[src/rtl/riscv_pkg.sv]
// Shared RISC-V front-end definitions: data width, fetch FSM encoding and the canonical NOP.
package riscv_pkg;

  localparam int XLEN = 32;

  typedef enum logic [1:0] {
    INIT  = 2'd0,
    RUN   = 2'd1,
    DRAIN = 2'd2
  } fetch_state_t;

  localparam logic [XLEN-1:0] NOP_INSTR = 32'h0000_0013;

endpackage

[src/rtl/fetch_ctrl_if.sv]
// Instruction-memory request/response channel; master is the fetch sequencer, slave the memory.
interface fetch_ctrl_if;
  import riscv_pkg::*;

  logic            imem_req;
  logic [XLEN-1:0] imem_addr;
  logic            imem_ready;
  logic            imem_rvalid;
  logic [XLEN-1:0] imem_rdata;

  modport master (
    output imem_req,
    output imem_addr,
    input  imem_ready,
    input  imem_rvalid,
    input  imem_rdata
  );

  modport slave (
    input  imem_req,
    input  imem_addr,
    output imem_ready,
    output imem_rvalid,
    output imem_rdata
  );

endinterface

[src/rtl/fetch_fifo.sv]
// Synchronous power-of-two FIFO with a one-cycle clear; the head entry is read straight from storage.
module fetch_fifo #(
  parameter int WIDTH = 32,
  parameter int DEPTH = 2
) (
  input  logic                     clk,
  input  logic                     reset,
  input  logic                     clear,
  input  logic                     push,
  input  logic                     pop,
  input  logic [WIDTH-1:0]         wdata,
  output logic [WIDTH-1:0]         rdata,
  output logic [$clog2(DEPTH):0]   count,
  output logic                     full,
  output logic                     empty
);

  localparam int AW = $clog2(DEPTH);

  logic [WIDTH-1:0] mem_q [DEPTH];
  logic [WIDTH-1:0] mem_d [DEPTH];
  logic [AW-1:0]    wr_ptr_q, wr_ptr_d;
  logic [AW-1:0]    rd_ptr_q, rd_ptr_d;
  logic [AW:0]      count_q, count_d;
  logic             do_push_s, do_pop_s;

  assign full      = (count_q == (AW+1)'(DEPTH));
  assign empty     = (count_q == {(AW+1){1'b0}});
  assign do_push_s = push && !full;
  assign do_pop_s  = pop && !empty;
  assign rdata     = mem_q[rd_ptr_q];
  assign count     = count_q;

  // Next-state for storage, pointers and occupancy; clear wins over push/pop.
  always_comb begin
    mem_d    = mem_q;
    wr_ptr_d = wr_ptr_q;
    rd_ptr_d = rd_ptr_q;
    count_d  = count_q;
    if (clear) begin
      wr_ptr_d = {AW{1'b0}};
      rd_ptr_d = {AW{1'b0}};
      count_d  = {(AW+1){1'b0}};
    end else begin
      if (do_push_s) begin
        mem_d[wr_ptr_q] = wdata;
        wr_ptr_d        = wr_ptr_q + AW'(1);
      end else begin
        wr_ptr_d = wr_ptr_q;
      end
      if (do_pop_s) begin
        rd_ptr_d = rd_ptr_q + AW'(1);
      end else begin
        rd_ptr_d = rd_ptr_q;
      end
      case ({do_push_s, do_pop_s})
        2'b10:   count_d = count_q + (AW+1)'(1);
        2'b01:   count_d = count_q - (AW+1)'(1);
        default: count_d = count_q;
      endcase
    end
  end

  // FIFO state registers.
  always_ff @(posedge clk) begin
    if (reset) begin
      for (int i = 0; i < DEPTH; i++) begin
        mem_q[i] <= {WIDTH{1'b0}};
      end
      wr_ptr_q <= {AW{1'b0}};
      rd_ptr_q <= {AW{1'b0}};
      count_q  <= {(AW+1){1'b0}};
    end else begin
      mem_q    <= mem_d;
      wr_ptr_q <= wr_ptr_d;
      rd_ptr_q <= rd_ptr_d;
      count_q  <= count_d;
    end
  end

endmodule

[src/rtl/fetch_ctrl.sv]
// Fetch sequencer: issues credit-limited requests at pc, buffers in-order responses for decode,
// and squashes buffered and in-flight fetches on an execute-stage redirect.
module fetch_ctrl
  import riscv_pkg::*;
#(
  parameter int unsigned     DEPTH    = 2,
  parameter logic [XLEN-1:0] RESET_PC = 32'h0000_0000
) (
  input  logic             clk,
  input  logic             reset,
  input  logic [XLEN-1:0]  pc,
  output logic             ifu_stall,
  input  logic             ex_redirect,
  fetch_ctrl_if.master     imem,
  output logic             if_valid,
  output logic [XLEN-1:0]  if_instr,
  output logic [XLEN-1:0]  if_pc,
  input  logic             id_ready,
  output logic             flush
);

  localparam int CW = $clog2(DEPTH) + 1;
  localparam logic [1:0] ST_INIT  = 2'(INIT);
  localparam logic [1:0] ST_RUN   = 2'(RUN);
  localparam logic [1:0] ST_DRAIN = 2'(DRAIN);

  logic [1:0]        state_q, state_d;
  logic [CW-1:0]     discard_q, discard_d;
  logic              flush_q, flush_d;

  logic [CW-1:0]     aq_count, ib_count, credits_s, redir_discard_s;
  logic              aq_full, aq_empty, ib_full, ib_empty;
  logic [XLEN-1:0]   aq_head;
  logic [2*XLEN-1:0] ib_head;
  logic              redirect_s, req_s, accept_s, rsp_run_s, ib_pop_s;

  assign redirect_s = ex_redirect && (state_q != ST_INIT);
  assign ib_pop_s   = !ib_empty && id_ready;
  // An entry decode takes this cycle frees its credit at once, giving 1 fetch/cycle at DEPTH=2.
  assign credits_s  = aq_count + ib_count - {{(CW-1){1'b0}}, ib_pop_s};
  assign req_s      = (state_q == ST_RUN) && (credits_s < CW'(DEPTH)) && !ex_redirect && !aq_full;
  assign accept_s   = req_s && imem.imem_ready;
  assign rsp_run_s  = (state_q == ST_RUN) && imem.imem_rvalid && !aq_empty;
  assign redir_discard_s = aq_count - {{(CW-1){1'b0}}, rsp_run_s};

  assign imem.imem_req  = req_s;
  assign imem.imem_addr = pc;
  assign ifu_stall      = !accept_s && !ex_redirect;
  assign if_valid       = !ib_empty;
  assign if_pc          = ib_empty ? RESET_PC : ib_head[2*XLEN-1:XLEN];
  assign if_instr       = ib_empty ? {XLEN{1'b0}} : ib_head[XLEN-1:0];
  assign flush          = flush_q;

  fetch_fifo #(.WIDTH(XLEN), .DEPTH(DEPTH)) u_addr_q (
    .clk   (clk),
    .reset (reset),
    .clear (redirect_s),
    .push  (accept_s),
    .pop   (rsp_run_s),
    .wdata (pc),
    .rdata (aq_head),
    .count (aq_count),
    .full  (aq_full),
    .empty (aq_empty)
  );

  fetch_fifo #(.WIDTH(2*XLEN), .DEPTH(DEPTH)) u_ibuf (
    .clk   (clk),
    .reset (reset),
    .clear (redirect_s),
    .push  (rsp_run_s && !ib_full),
    .pop   (ib_pop_s),
    .wdata ({aq_head, imem.imem_rdata}),
    .rdata (ib_head),
    .count (ib_count),
    .full  (ib_full),
    .empty (ib_empty)
  );

  // FSM transitions and stale-response accounting.
  always_comb begin
    state_d   = state_q;
    discard_d = discard_q;
    flush_d   = redirect_s;
    case (state_q)
      ST_INIT: begin
        state_d   = ST_RUN;
        discard_d = {CW{1'b0}};
      end
      ST_RUN: begin
        if (redirect_s) begin
          discard_d = redir_discard_s;
          state_d   = (redir_discard_s != {CW{1'b0}}) ? ST_DRAIN : ST_RUN;
        end else begin
          discard_d = {CW{1'b0}};
          state_d   = ST_RUN;
        end
      end
      ST_DRAIN: begin
        if (imem.imem_rvalid && (discard_q != {CW{1'b0}})) begin
          discard_d = discard_q - CW'(1);
        end else begin
          discard_d = discard_q;
        end
        state_d = (discard_d == {CW{1'b0}}) ? ST_RUN : ST_DRAIN;
      end
      default: begin
        state_d   = ST_INIT;
        discard_d = {CW{1'b0}};
      end
    endcase
  end

  // Control registers.
  always_ff @(posedge clk) begin
    if (reset) begin
      state_q   <= ST_INIT;
      discard_q <= {CW{1'b0}};
      flush_q   <= 1'b0;
    end else begin
      state_q   <= state_d;
      discard_q <= discard_d;
      flush_q   <= flush_d;
    end
  end

endmodule
[src/flat_wrapper.sv]
// flat-port wrapper written by rule: the top's interface ports become plain ports
module fetch_ctrl_flat import riscv_pkg::*;
#(
  parameter int unsigned     DEPTH    = 2,
  parameter logic [XLEN-1:0] RESET_PC = 32'h0000_0000
)
  (clk, reset, pc, ifu_stall, ex_redirect, if_valid, if_instr, if_pc, id_ready, flush, imem_imem_req, imem_imem_addr, imem_imem_ready, imem_imem_rvalid, imem_imem_rdata);
  fetch_ctrl_if imem_i ();
  input  logic clk;
  input  logic reset;
  input  logic [XLEN-1:0] pc;
  output logic ifu_stall;
  input  logic ex_redirect;
  output logic if_valid;
  output logic [XLEN-1:0] if_instr;
  output logic [XLEN-1:0] if_pc;
  input  logic id_ready;
  output logic flush;
  output wire logic [$bits(imem_i.imem_req)-1:0] imem_imem_req;
  output wire logic [$bits(imem_i.imem_addr)-1:0] imem_imem_addr;
  input wire logic [$bits(imem_i.imem_ready)-1:0] imem_imem_ready;
  input wire logic [$bits(imem_i.imem_rvalid)-1:0] imem_imem_rvalid;
  input wire logic [$bits(imem_i.imem_rdata)-1:0] imem_imem_rdata;
  assign imem_imem_req = imem_i.imem_req;
  assign imem_imem_addr = imem_i.imem_addr;
  assign imem_i.imem_ready = imem_imem_ready;
  assign imem_i.imem_rvalid = imem_imem_rvalid;
  assign imem_i.imem_rdata = imem_imem_rdata;
  fetch_ctrl #(.DEPTH(DEPTH), .RESET_PC(RESET_PC)) u_core (.clk(clk), .reset(reset), .pc(pc), .ifu_stall(ifu_stall), .ex_redirect(ex_redirect), .imem(imem_i), .if_valid(if_valid), .if_instr(if_instr), .if_pc(if_pc), .id_ready(id_ready), .flush(flush));
endmodule
[config.mk]
export PLATFORM = sky130hd
export DESIGN_NAME = fetch_ctrl_flat
export DESIGN_NICKNAME = d
export VERILOG_FILES = /design/src/rtl/riscv_pkg.sv /design/src/rtl/fetch_ctrl_if.sv /design/src/rtl/fetch_fifo.sv /design/src/rtl/fetch_ctrl.sv /design/src/flat_wrapper.sv
export SDC_FILE = /design/constraint.sdc
export NUM_CORES = 1
export LEC_CHECK = 0
export ABC_AREA = 1
export BUFFER_PORTS_ARGS = -buffer_cell sky130_fd_sc_hd__buf_2
export CORE_MARGIN = 2
export CORE_UTILIZATION = 45
export CTS_BUF_LIST = sky130_fd_sc_hd__clkbuf_4
export CTS_CLUSTER_DIAMETER = 200
export DETAILED_ROUTE_END_ITERATION = 6
export PLACE_DENSITY = 0.66
export RECOVER_POWER = 25
export SKIP_LAST_GASP = 1
export SLEW_MARGIN = 10
export SYNTH_ARGS = -nofsm -noshare
export SYNTH_HDL_FRONTEND = slang
export SYNTH_SLANG_ARGS = --single-unit
[constraint.sdc]
create_clock -name clk -period 3.6 [get_ports clk]
set_input_delay 0.54 -clock clk [delete_from_list [all_inputs] [get_ports clk]]
set_output_delay 0.54 -clock clk [all_outputs]
set_load 0.01 [all_outputs]
; ---- Word-level counts from Yosys, hierarchy flattened
; Cells that the tools add are included.
[classes]
n_addsub = 12
order_cmp = 7
n_eq_ne = 8
n_mux = 24
n_bitwise = 5
reduce_logical = 35
[ops]
columns = op, count
row1 = $mux 64, 4
row2 = $mux 32, 6
row3 = $bwmux 128, 1
row4 = $bwmux 64, 1
row5 = $demux 64 s1, 1
row6 = $demux 32 s1, 1
row7 = $logic_and 1x1->1, 17
row8 = $mux 2, 6
row9 = $pmux 2 s2, 3
row10 = $eq 2x2->1 const B, 5
row11 = $reduce_bool 2->1, 5
row12 = $ge 2x2->1 const B, 4
row13 = $logic_not 2->1, 4
row14 = $not 1->2, 4
row15 = $eq 2x1->1 const B, 3
row16 = $logic_not 1->1, 6
row17 = $pmux 2 s3, 1
row18 = $sub 2x1->2 const B, 3
row19 = $add 1x1->1 const B, 4
row20 = $add 2x1->2 const B, 2
row21 = $lt 2x1->1 const B, 2
row22 = $reduce_and 2->1, 2
row23 = $sub 2x1->2, 2
row24 = $add 2x2->2, 1
row25 = 3 further kinds, 3
[totals]
ff_bits = 205
out_inout_bits = 100
elab_cells = 104

; ---- Depth between registers and ports, before layout
; Gate-level depths: netlist (run 1).
[logic_depth]
ltp_word = 12
ltp_mapped = 17
ltp_nobuf = 16

; ---- Hierarchy
; Synthesis (run 1) repeated with hierarchy kept, for this count alone.
[unflattened]
cells_unflattened = 1823
hier_area_um2 = 10944.2
[modules_own_cells]
columns = mod, instances, cells_each, area_each_um2, seq_area_each_um2
row1 = fetch_fifo at u_core.u_ibuf, 1, 1002, 6253.5, 2642.5
row2 = fetch_fifo at u_core.u_addr_q, 1, 575, 3444.6, 1361.3
row3 = fetch_ctrl, 1, 246, 1246.2, 100.1

; ---- Least setup slack after synthesis (run 1)
; No wires, ideal clock.
[synth_path]
kind = input to register
startpoint = in id_ready
endpoint = reg u_core.u_addr_q.count_q[1], in the netlist u_core.u_addr_q.count[1]
setup_time_ns = 0.121
arrival_ns = 2.277
slack_ns = 1.202
path_stages = 14
cell_sequence = inv_1 -> nor2_1 -> ha_1 -> inv_1 -> nand2_1 -> nand2_1 -> nand3_1 -> a21boi_1 -> nand2_1 -> ha_1 -> inv_1 -> nand2_1 -> nor3_1 -> nor3_1
[synth_via]
elab_chain_cells = 10
[synth_rtl]
columns = item, line
row1 = "start, declared", flat_wrapper.sv:17  ; input logic id_ready;
row2 = $logic_and 1x1->1 *, fetch_ctrl.sv:38  ; assign ib_pop_s = !ib_empty && id_ready;
row3 = $sub 2x1->2 *, fetch_ctrl.sv:40  ; assign credits_s = aq_count + ib_count - {{(CW-1){1'b0}}, ib_pop_s};
row4 = $lt 2x2->1 *, fetch_ctrl.sv:41  ; assign req_s = (state_q == ST_RUN) && (credits_s < CW'(DEPTH)) && !ex_redirect && !aq_full;
row5 = $logic_and 1x1->1 * (3 in a row), fetch_ctrl.sv:41
row6 = via imem_imem_req, flat_wrapper.sv:19  ; output wire logic [$bits(imem_i.imem_req)-1:0] imem_imem_req;
row7 = $logic_and 1x1->1 *, fetch_ctrl.sv:42  ; assign accept_s = req_s && imem.imem_ready;
row8 = $logic_and 1x1->1 *, fetch_fifo.sv:29  ; assign do_push_s = push && !full;
row9 = $eq 2x1->1 / $eq 2x2->1 (equally long branches), fetch_fifo.sv:56  ; case ({do_push_s, do_pop_s})
row10 = $pmux 2 s2 / $reduce_bool 2->1 (equally long branches), --
row11 = "end signal, assigned", fetch_fifo.sv:72  ; count_q <= {(AW+1){1'b0}};
row12 = "end signal, assigned", fetch_fifo.sv:77  ; count_q <= count_d;
row13 = "end, declared", fetch_fifo.sv:24  ; logic [AW:0] count_q, count_d;
; The timed path passes the listed nets; every way through them passes the cells marked *.
; A chain may end at the register's enable or synchronous reset.

; ---- Worst setup path after layout (run 1)
[layout_path]
startpoint = reg u_core.u_ibuf.count_q[0], in the netlist u_core.u_ibuf.count[0]
endpoint = out ifu_stall
[layout_via]
elab_chain_cells = 11
[layout_rtl]
columns = item, line
row1 = "start, declared", fetch_fifo.sv:24
row2 = "start signal, assigned", fetch_fifo.sv:72
row3 = "start signal, assigned", fetch_fifo.sv:77
row4 = "parallel branches: the longest is 3 deep, another holds $add 2x2->2", --
row5 = $sub 2x1->2 *, fetch_ctrl.sv:40
row6 = $lt 2x2->1 *, fetch_ctrl.sv:41
row7 = $logic_and 1x1->1 * (3 in a row), fetch_ctrl.sv:41
row8 = $logic_and 1x1->1 *, fetch_ctrl.sv:42
row9 = $logic_not 1->1 *, fetch_ctrl.sv:48  ; assign ifu_stall = !accept_s && !ex_redirect;
row10 = $logic_and 1x1->1 *, fetch_ctrl.sv:48
row11 = "end, declared", flat_wrapper.sv:12  ; output logic ifu_stall;
; Mark *: on every way between the ends.

==> results of run 1 <==
[flip-flops by register name, indices dropped and copies added, names as in the netlist]
| signal | flops |
|---|---|
| u_core.u_addr_q.rd_ptr_q | 1 |
| u_core.u_addr_q.mem_q | 64 |
| u_core.u_addr_q.count | 2 |
| u_core.u_ibuf.wr_ptr_q | 1 |
| u_core.flush | 1 |
| u_core.u_ibuf.mem_q | 128 |
| u_core.u_ibuf.rd_ptr_q | 1 |
| u_core.u_ibuf.count | 2 |
| u_core.state_q | 2 |
| u_core.discard_q | 2 |
| u_core.u_addr_q.wr_ptr_q | 1 |
[cells by family (layout without fill, tap and decap cells)]
group           Yosys count  after routing  synth area share
compound gates          368            368             0.201
buf+inv                 282            439             0.143
other cells               0              1                 0
flops                   205            205             0.444
simple gates            468            468             0.196
xor+xnor                  4              4           0.00379
fa+ha+maj                 9              9            0.0122
[per-layer routing]
metal	track usage	part of all wire	vias up
li1	-	-	4423
met1	0.293	0.50	3744
met3	0.0407	0.058	36
met4	0.0654	0.019	0
met5	0	0	-
met2	0.301	0.42	227
[metrics by stage]
stage,utilization,instances
after floorplan,-,1336
after global placement,0.489,1664
after detailed placement,0.489,1664
after CTS,0.526,1763
after global routing,0.523,1764
final,0.523,1764
[worst reg2reg max path: stages, from the launching register on]
cell and delay (ns):
dfxtp_1 0.33, inv_1 0.08, ha_1 0.23, nand2_1 0.07
inv_1 0.05, o21ai_0 0.16, nor2_1 0.25, nand3_2 0.80
clkbuf_1 0.57, o21ai_0 0.30, a21oi_1 0.07
[final timing paths]
| path | endpoint | slack, ns | depth (start not counted) |
|---|---|---|---|
| worst max register to register | u_core.u_ibuf.mem_q[55]$_SDFFE_PP0P_ | 0.54 | 10 |
| worst min register to register | u_core.u_ibuf.mem_q[51]$_SDFFE_PP0P_ | 0.45 | 2 |
| worst min-delay path | u_core.u_addr_q.mem_q[19]$_SDFFE_PP0P_ | 0.12 | 3 |
| worst max-delay path | ifu_stall | 0.44 | 12 |
[report_power, final]
| group | leakage [µW] | switching (µW) | internal (µW) |
|---|---|---|---|
| logic | 0.00272 | 185 | 88.2 |
| clock network | 0.000453 | 928 | 1220 |
| registers | 0.00166 | 14.1 | 2300 |
| total | 0.00483 | 1130 | 3610 |
[cells in the final DEF (no fill, tap or decap), drive strengths merged]
| master | netlist | routed |
|---|---|---|
| o211ai | 1 | 1 |
| nand4 | 2 | 2 |
| diode | 0 | 1 |
| xor2 | 4 | 4 |
| o31ai | 1 | 1 |
| buf | 71 | 146 |
| clkbuf | 51 | 127 |
| o21ai | 195 | 195 |
| nor3 | 4 | 4 |
| nand3 | 3 | 3 |
| inv | 160 | 160 |
| dfxtp | 205 | 205 |
| nand2 | 249 | 249 |
| clkinv | 0 | 5 |
| nor3b | 1 | 1 |
| a21oi | 168 | 168 |
| a31oi | 1 | 1 |
| or2 | 1 | 1 |
| ha | 9 | 9 |
| bufinv | 0 | 1 |
| o22ai | 1 | 1 |
| a21boi | 1 | 1 |
| nor2 | 208 | 208 |
[layout make-up]
class | count | area (µm²)
fillers | 2088 | 9630
clock buffers | 93 | 698
clock inverters | 6 | 48.8
flip-flops and latches | 205 | 4110
inverters | 160 | 608
diodes | 1 | 2.50
repair buffers | 180 | 921
multi-input cells | 849 | 3820
well taps | 270 | 338
==> flow_summary.toml, run 1 <==
[floorplan]
die_h_um = 147
num_io_pins = 170
rows = 52
dieWidth_um = 147
core_um2 = 20200
initial_core_util = 0.458
fp.dieArea_um2 = 21700

[timing]
min_period_ns = 3.16
finalClockSkew_ns = 0.0262
timing.final.ws_setup_ns = 0.439
min_period_over_period = 0.878
slew_headroom = 0.326
rsz0062_at_grt = "no"
fin_setup_tns_ns = 0
slew_violations = 0
final_hold_viol_count = 0
tightest_slew_ns = 1.01
holdWs_ns = 0.124
setup_viol = 0
fmax_mhz = 316

[logic_synthesis]
ys_ff_latch = 205
yosysTopAreaCell = "dfxtp_1"
synth_area_leaders = "dfxtp_1, nand2_1, o21ai_0"
synth_flop_cell = "dfxtp_1"
netlist-cell-type-count = 33
syn-cell-area_um2 = 9240
seq_area_frac_synth = 0.444
synth_warnings = 0
yosys.area.top_type_share = 0.444
synth_commonest_cells = "nand2_1, nor2_1, dfxtp_1"
post-synth-top-count-cell = "nand2_1"
syn-num-nets = 1415
synth-edff-count = 0
avgSynthCellArea_um2 = 6.92
async_flop_share = 0
syn_inst = 1336

[setup_path]
crit_fanout = 7
worstPathArrival_ns = 2.62
cp.required_ns = 3.06
crit_buf_inv = 3
worstSetupStartpointType = "flip-flop"
cp_top_family = "simple AND/OR/NAND/NOR gates"
crit_path_max_incr_delay_ns = 0.46
crit_path_cell_trace = "nor2_1, nor2_1, ha_1, inv_1, nand2_1, nand2_1, nand3_1, a21boi_1, nand2_1, nand2_1, inv_1, buf_2"
critPathLaunch = "u_core.u_ibuf.count[0]$_SDFFE_PP0P_"
worstSetupPathType = "reg2out"
end_kind = "primary output"
r2r-start = "u_core.state_q[1]$_SDFF_PP0_"
critPathSlowestCell = "dfxtp_1"
cpMostUsedCell = "nand2_1"

[placed_design]
dpl_cell_area_um2 = 9860
pre_cts_ws_ns = 0.863
dp_hpwl_um = 13600
gp_congestion = 0.800
port_buffers = 169

[global_routing]
antenna_found_initial = 1
grt_pass1_vias = 7413
grt_first_pass_wirelength_um = 36300
grt_usage = 0.202
overflow = 0
grt_max_degree = 85

[route]
wl_um = 22500
wl_per_cell_um = 12.7
vias = 8430
drt-vias-per-instance = 4.78
dr.first_iter.drc_count = 541
drc = 0
ant_nets = 0
first_pass_iters = 5

[worst_hold_path]
min_path_type = "in2reg"
min_from = "pc[19]"

[finish]
syn2layout_area_growth_pct = 14.1
stdcell_area_um2 = 10500
drive_gt1_frac = 0.169
nets = 1530

[run]
max-cap-violations = 0

[cts]
numCtsBuffers = 55
clock_latency_ns = 0.67
cts_root_buf = "clkbuf_4"
htree_levels = 2
post_cts_resized = 0
clkTransAtPathRegs_ns = 0.07
cts_tree = "done"
post_cts_buffers = 0
cts_buffer_depth = 3
ctsHoldBuffers = 0
clkSinkCount = 205

[power]
power.total_uw = 4730
p_per_area_nw_per_um2 = 449
power_leakage_uw = 0.00483
ir_drop_uv = 216

[run_status]
outcome = "complete, no violations"
No activity file was read; power rests on OpenSTA's default activity.
==> run 2, diff against run 1 <==
--- a/config.mk
+++ b/config.mk
@@ -5,13 +5,13 @@
 export SDC_FILE = /design/constraint.sdc
 export NUM_CORES = 1
 export LEC_CHECK = 0
-export ABC_AREA = 1
 export BUFFER_PORTS_ARGS = -buffer_cell sky130_fd_sc_hd__buf_2
 export CORE_MARGIN = 2
 export CORE_UTILIZATION = 45
 export CTS_BUF_LIST = sky130_fd_sc_hd__clkbuf_4
 export CTS_CLUSTER_DIAMETER = 200
 export DETAILED_ROUTE_END_ITERATION = 6
+export HOLD_SLACK_MARGIN = 0.12
 export PLACE_DENSITY = 0.66
 export RECOVER_POWER = 25
 export SKIP_LAST_GASP = 1
==> flow_summary.toml, run 2 <==
[cts]
post_cts_buffers = 0
post_cts_resized = 0
clkSinkCount = 205
numCtsBuffers = 52
clock_latency_ns = 0.67
cts_tree = "done"
ctsHoldBuffers = 32
cts_buffer_depth = 3
cts_root_buf = "clkbuf_4"
clkTransAtPathRegs_ns = 0.07
htree_levels = 2

[global_routing]
grtUsageMet2 = 0.322
use_met3 = 0.0370
grt_usage = 0.195
grt_max_degree = 107
globalRoute.busiestLayer = "met2"
antenna_found_initial = 1
grt_first_pass_wirelength_um = 35200
grt_use_met1 = 0.261
grt_pass1_vias = 7198
overflow = 0

[finish]
largest_reg_flops = 128
drive_gt1_frac = 0.191
final_cells = 1503
nets = 1277
final_common_cell = "dfxtp_1"
final-seq-area_um2 = 4110
fill_cells = 1965
top_regs = "u_core.u_ibuf.mem_q x128, u_core.u_addr_q.mem_q x64"
syn2layout_area_growth_pct = 18.0
top_register = "u_core.u_ibuf.mem_q"
mostFrequentLayoutCells = "dfxtp_1, mux2i_1, nor2_1"
multi_input_area_um2 = 4500

[setup_path]
crit_path_max_incr_delay_ns = 0.40
timing.rr.end = "u_core.u_addr_q.mem_q[7]$_SDFFE_PP0P_"
crit_path_cell_trace = "nor2_4, inv_1, and2_1, ha_1, and2b_1, xnor3_1, nor2_1, a21oi_1, buf_2"
r2r-start = "u_core.u_ibuf.count[0]$_SDFFE_PP0P_"
cp.required_ns = 3.06
r2r_setup_slack_ns = 0.53
crit_fanout = 6
worstSetupPathType = "reg2out"
critPathSlowestCell = "xnor3_1"
r2r_cells = 8
end_kind = "primary output"
worstSetupStartpointType = "flip-flop"
worstPathArrival_ns = 2.75

[route]
first_pass_iters = 4
vias = 7390
drc = 0
wl_um = 21300
wl_per_cell_um = 14.1
drt-vias-per-instance = 4.92
dr.first_iter.drc_count = 278
ant_nets = 0

[worst_hold_path]
hold_depth = 3
min_from = "pc[25]"
holdPathEnd = "u_core.u_addr_q.mem_q[25]$_SDFFE_PP0P_"
min_path_type = "in2reg"

[floorplan]
initial_core_util = 0.457
num_io_pins = 170
fp.dieArea_um2 = 21600
rows = 52
die_h_um = 147
dieWidth_um = 147
core_um2 = 20200

[logic_synthesis]
seq_area_frac_synth = 0.445
yosysTopAreaCell = "dfxtp_1"
synth_warnings = 0
synth-edff-count = 0
syn_inst = 1036
avgSynthCellArea_um2 = 8.89
synth_flop_cell = "dfxtp_1"
async_flop_share = 0
syn-num-nets = 1115
syn-cell-area_um2 = 9220
synth_commonest_cells = "dfxtp_1, mux2i_1, nor2_1"
yosys.area.top_type_share = 0.445
post-synth-top-count-cell = "dfxtp_1"
synth_area_leaders = "dfxtp_1, mux2i_1, nand2b_1"
ys_ff_latch = 205
netlist-cell-type-count = 31

[run]
max-cap-violations = 1

[timing]
fmax_mhz = 304
min_period_ns = 3.29
setup_viol = 0
slew_violations = 35
final_hold_viol_count = 0
fin_setup_tns_ns = 0
slew_headroom = -0.0549
holdWs_ns = 0.202
min_period_over_period = 0.914
finalClockSkew_ns = 0.0688
tightest_slew_ns = 1.58
rsz0062_at_grt = "no"

[power]
ir_drop_uv = 265
p_per_area_nw_per_um2 = 412
power_leakage_uw = 0.00400

[placed_design]
port_buffers = 169
placed_cells = 1382
dp_hpwl_um = 13000
gp_congestion = 0.751

[run_status]
outcome = "finished, violations left"
violations = "max-capacitance violations, max-slew violations"
==> run 2: metrics by stage <==
stage,cell area [µm²],total power (µW),worst slack [ns],utilization
finish,10900,4480,0.309,0.539
global placement,10000,2630,0.544,0.496
detailed placement,10000,2640,0.505,0.496
global route,10900,4700,0.0929,0.539
CTS,10900,4550,0.229,0.542
floorplan,9220,2550,0.826,-
==> run 2: how the worst max path moves through the flow <==
stage	from	end	slack [ns]	depth (start not counted)
finish	u_core.u_ibuf.count[0]$_SDFFE_PP0P_	ifu_stall	0.31	9
global route	u_core.u_ibuf.count[0]$_SDFFE_PP0P_	ifu_stall	0.09	9
CTS	u_core.u_ibuf.count[0]$_SDFFE_PP0P_	ifu_stall	0.23	9
detailed placement	id_ready	u_core.u_addr_q.mem_q[7]$_SDFFE_PP0P_	0.51	7
global placement	id_ready	u_core.u_addr_q.mem_q[17]$_SDFFE_PP0P_	0.54	7
floorplan	u_core.u_ibuf.count[0]$_SDFFE_PP0P_	u_core.u_addr_q.count[1]$_SDFFE_PP0P_	0.83	11
==> run 2: metal layers <==
layer	vias to the layer above	routed length, µm
met2	191	9570
met4	0	368
met1	3371	10100
met5	-	0
li1	3794	-
met3	34	1220
==> run 2: power by group <==
group          leakage, µW  switching (µW)  total (µW)  internal, µW
combinational      0.00196             160         293           133
sequential         0.00165            19.4        2310          2290
clock             0.000379             905        1870           969
total              0.00400            1080        4480          3400
==> run 2: final cells by class <==
class | instances | share of cell area
well taps | 270 | 0.0311
flip-flops and latches | 205 | 0.378
repair buffers | 217 | 0.115
clock buffers | 77 | 0.0532
clock inverters | 11 | 0.00391
diodes | 1 | 0.000230
inverters | 13 | 0.00449
multi-input cells | 709 | 0.414
==> run 2: cell families (layout without fill, tap and decap cells) <==
logic type	count (synthesis)	in the layout	share of synthesized area
AND/OR/NAND/NOR	385	385	0.190
AO/OA/AOI/OAI	144	144	0.0983
buffers and inverters	122	318	0.0680
XOR/XNOR	10	10	0.0110
multiplexers	161	161	0.175
other	0	1	0
flip-flops	205	205	0.445
adder cells (fa/ha/maj)	9	9	0.0122
==> run 2: worst max-delay path, delay by kind of cell (launching register included) <==
kind	cells	cell delay, ns
compound gates	1	0.09
xor+xnor	1	0.40
fa+ha+maj	1	0.29
buf+inv	2	0.19
flops	1	0.39
simple gates	4	0.72
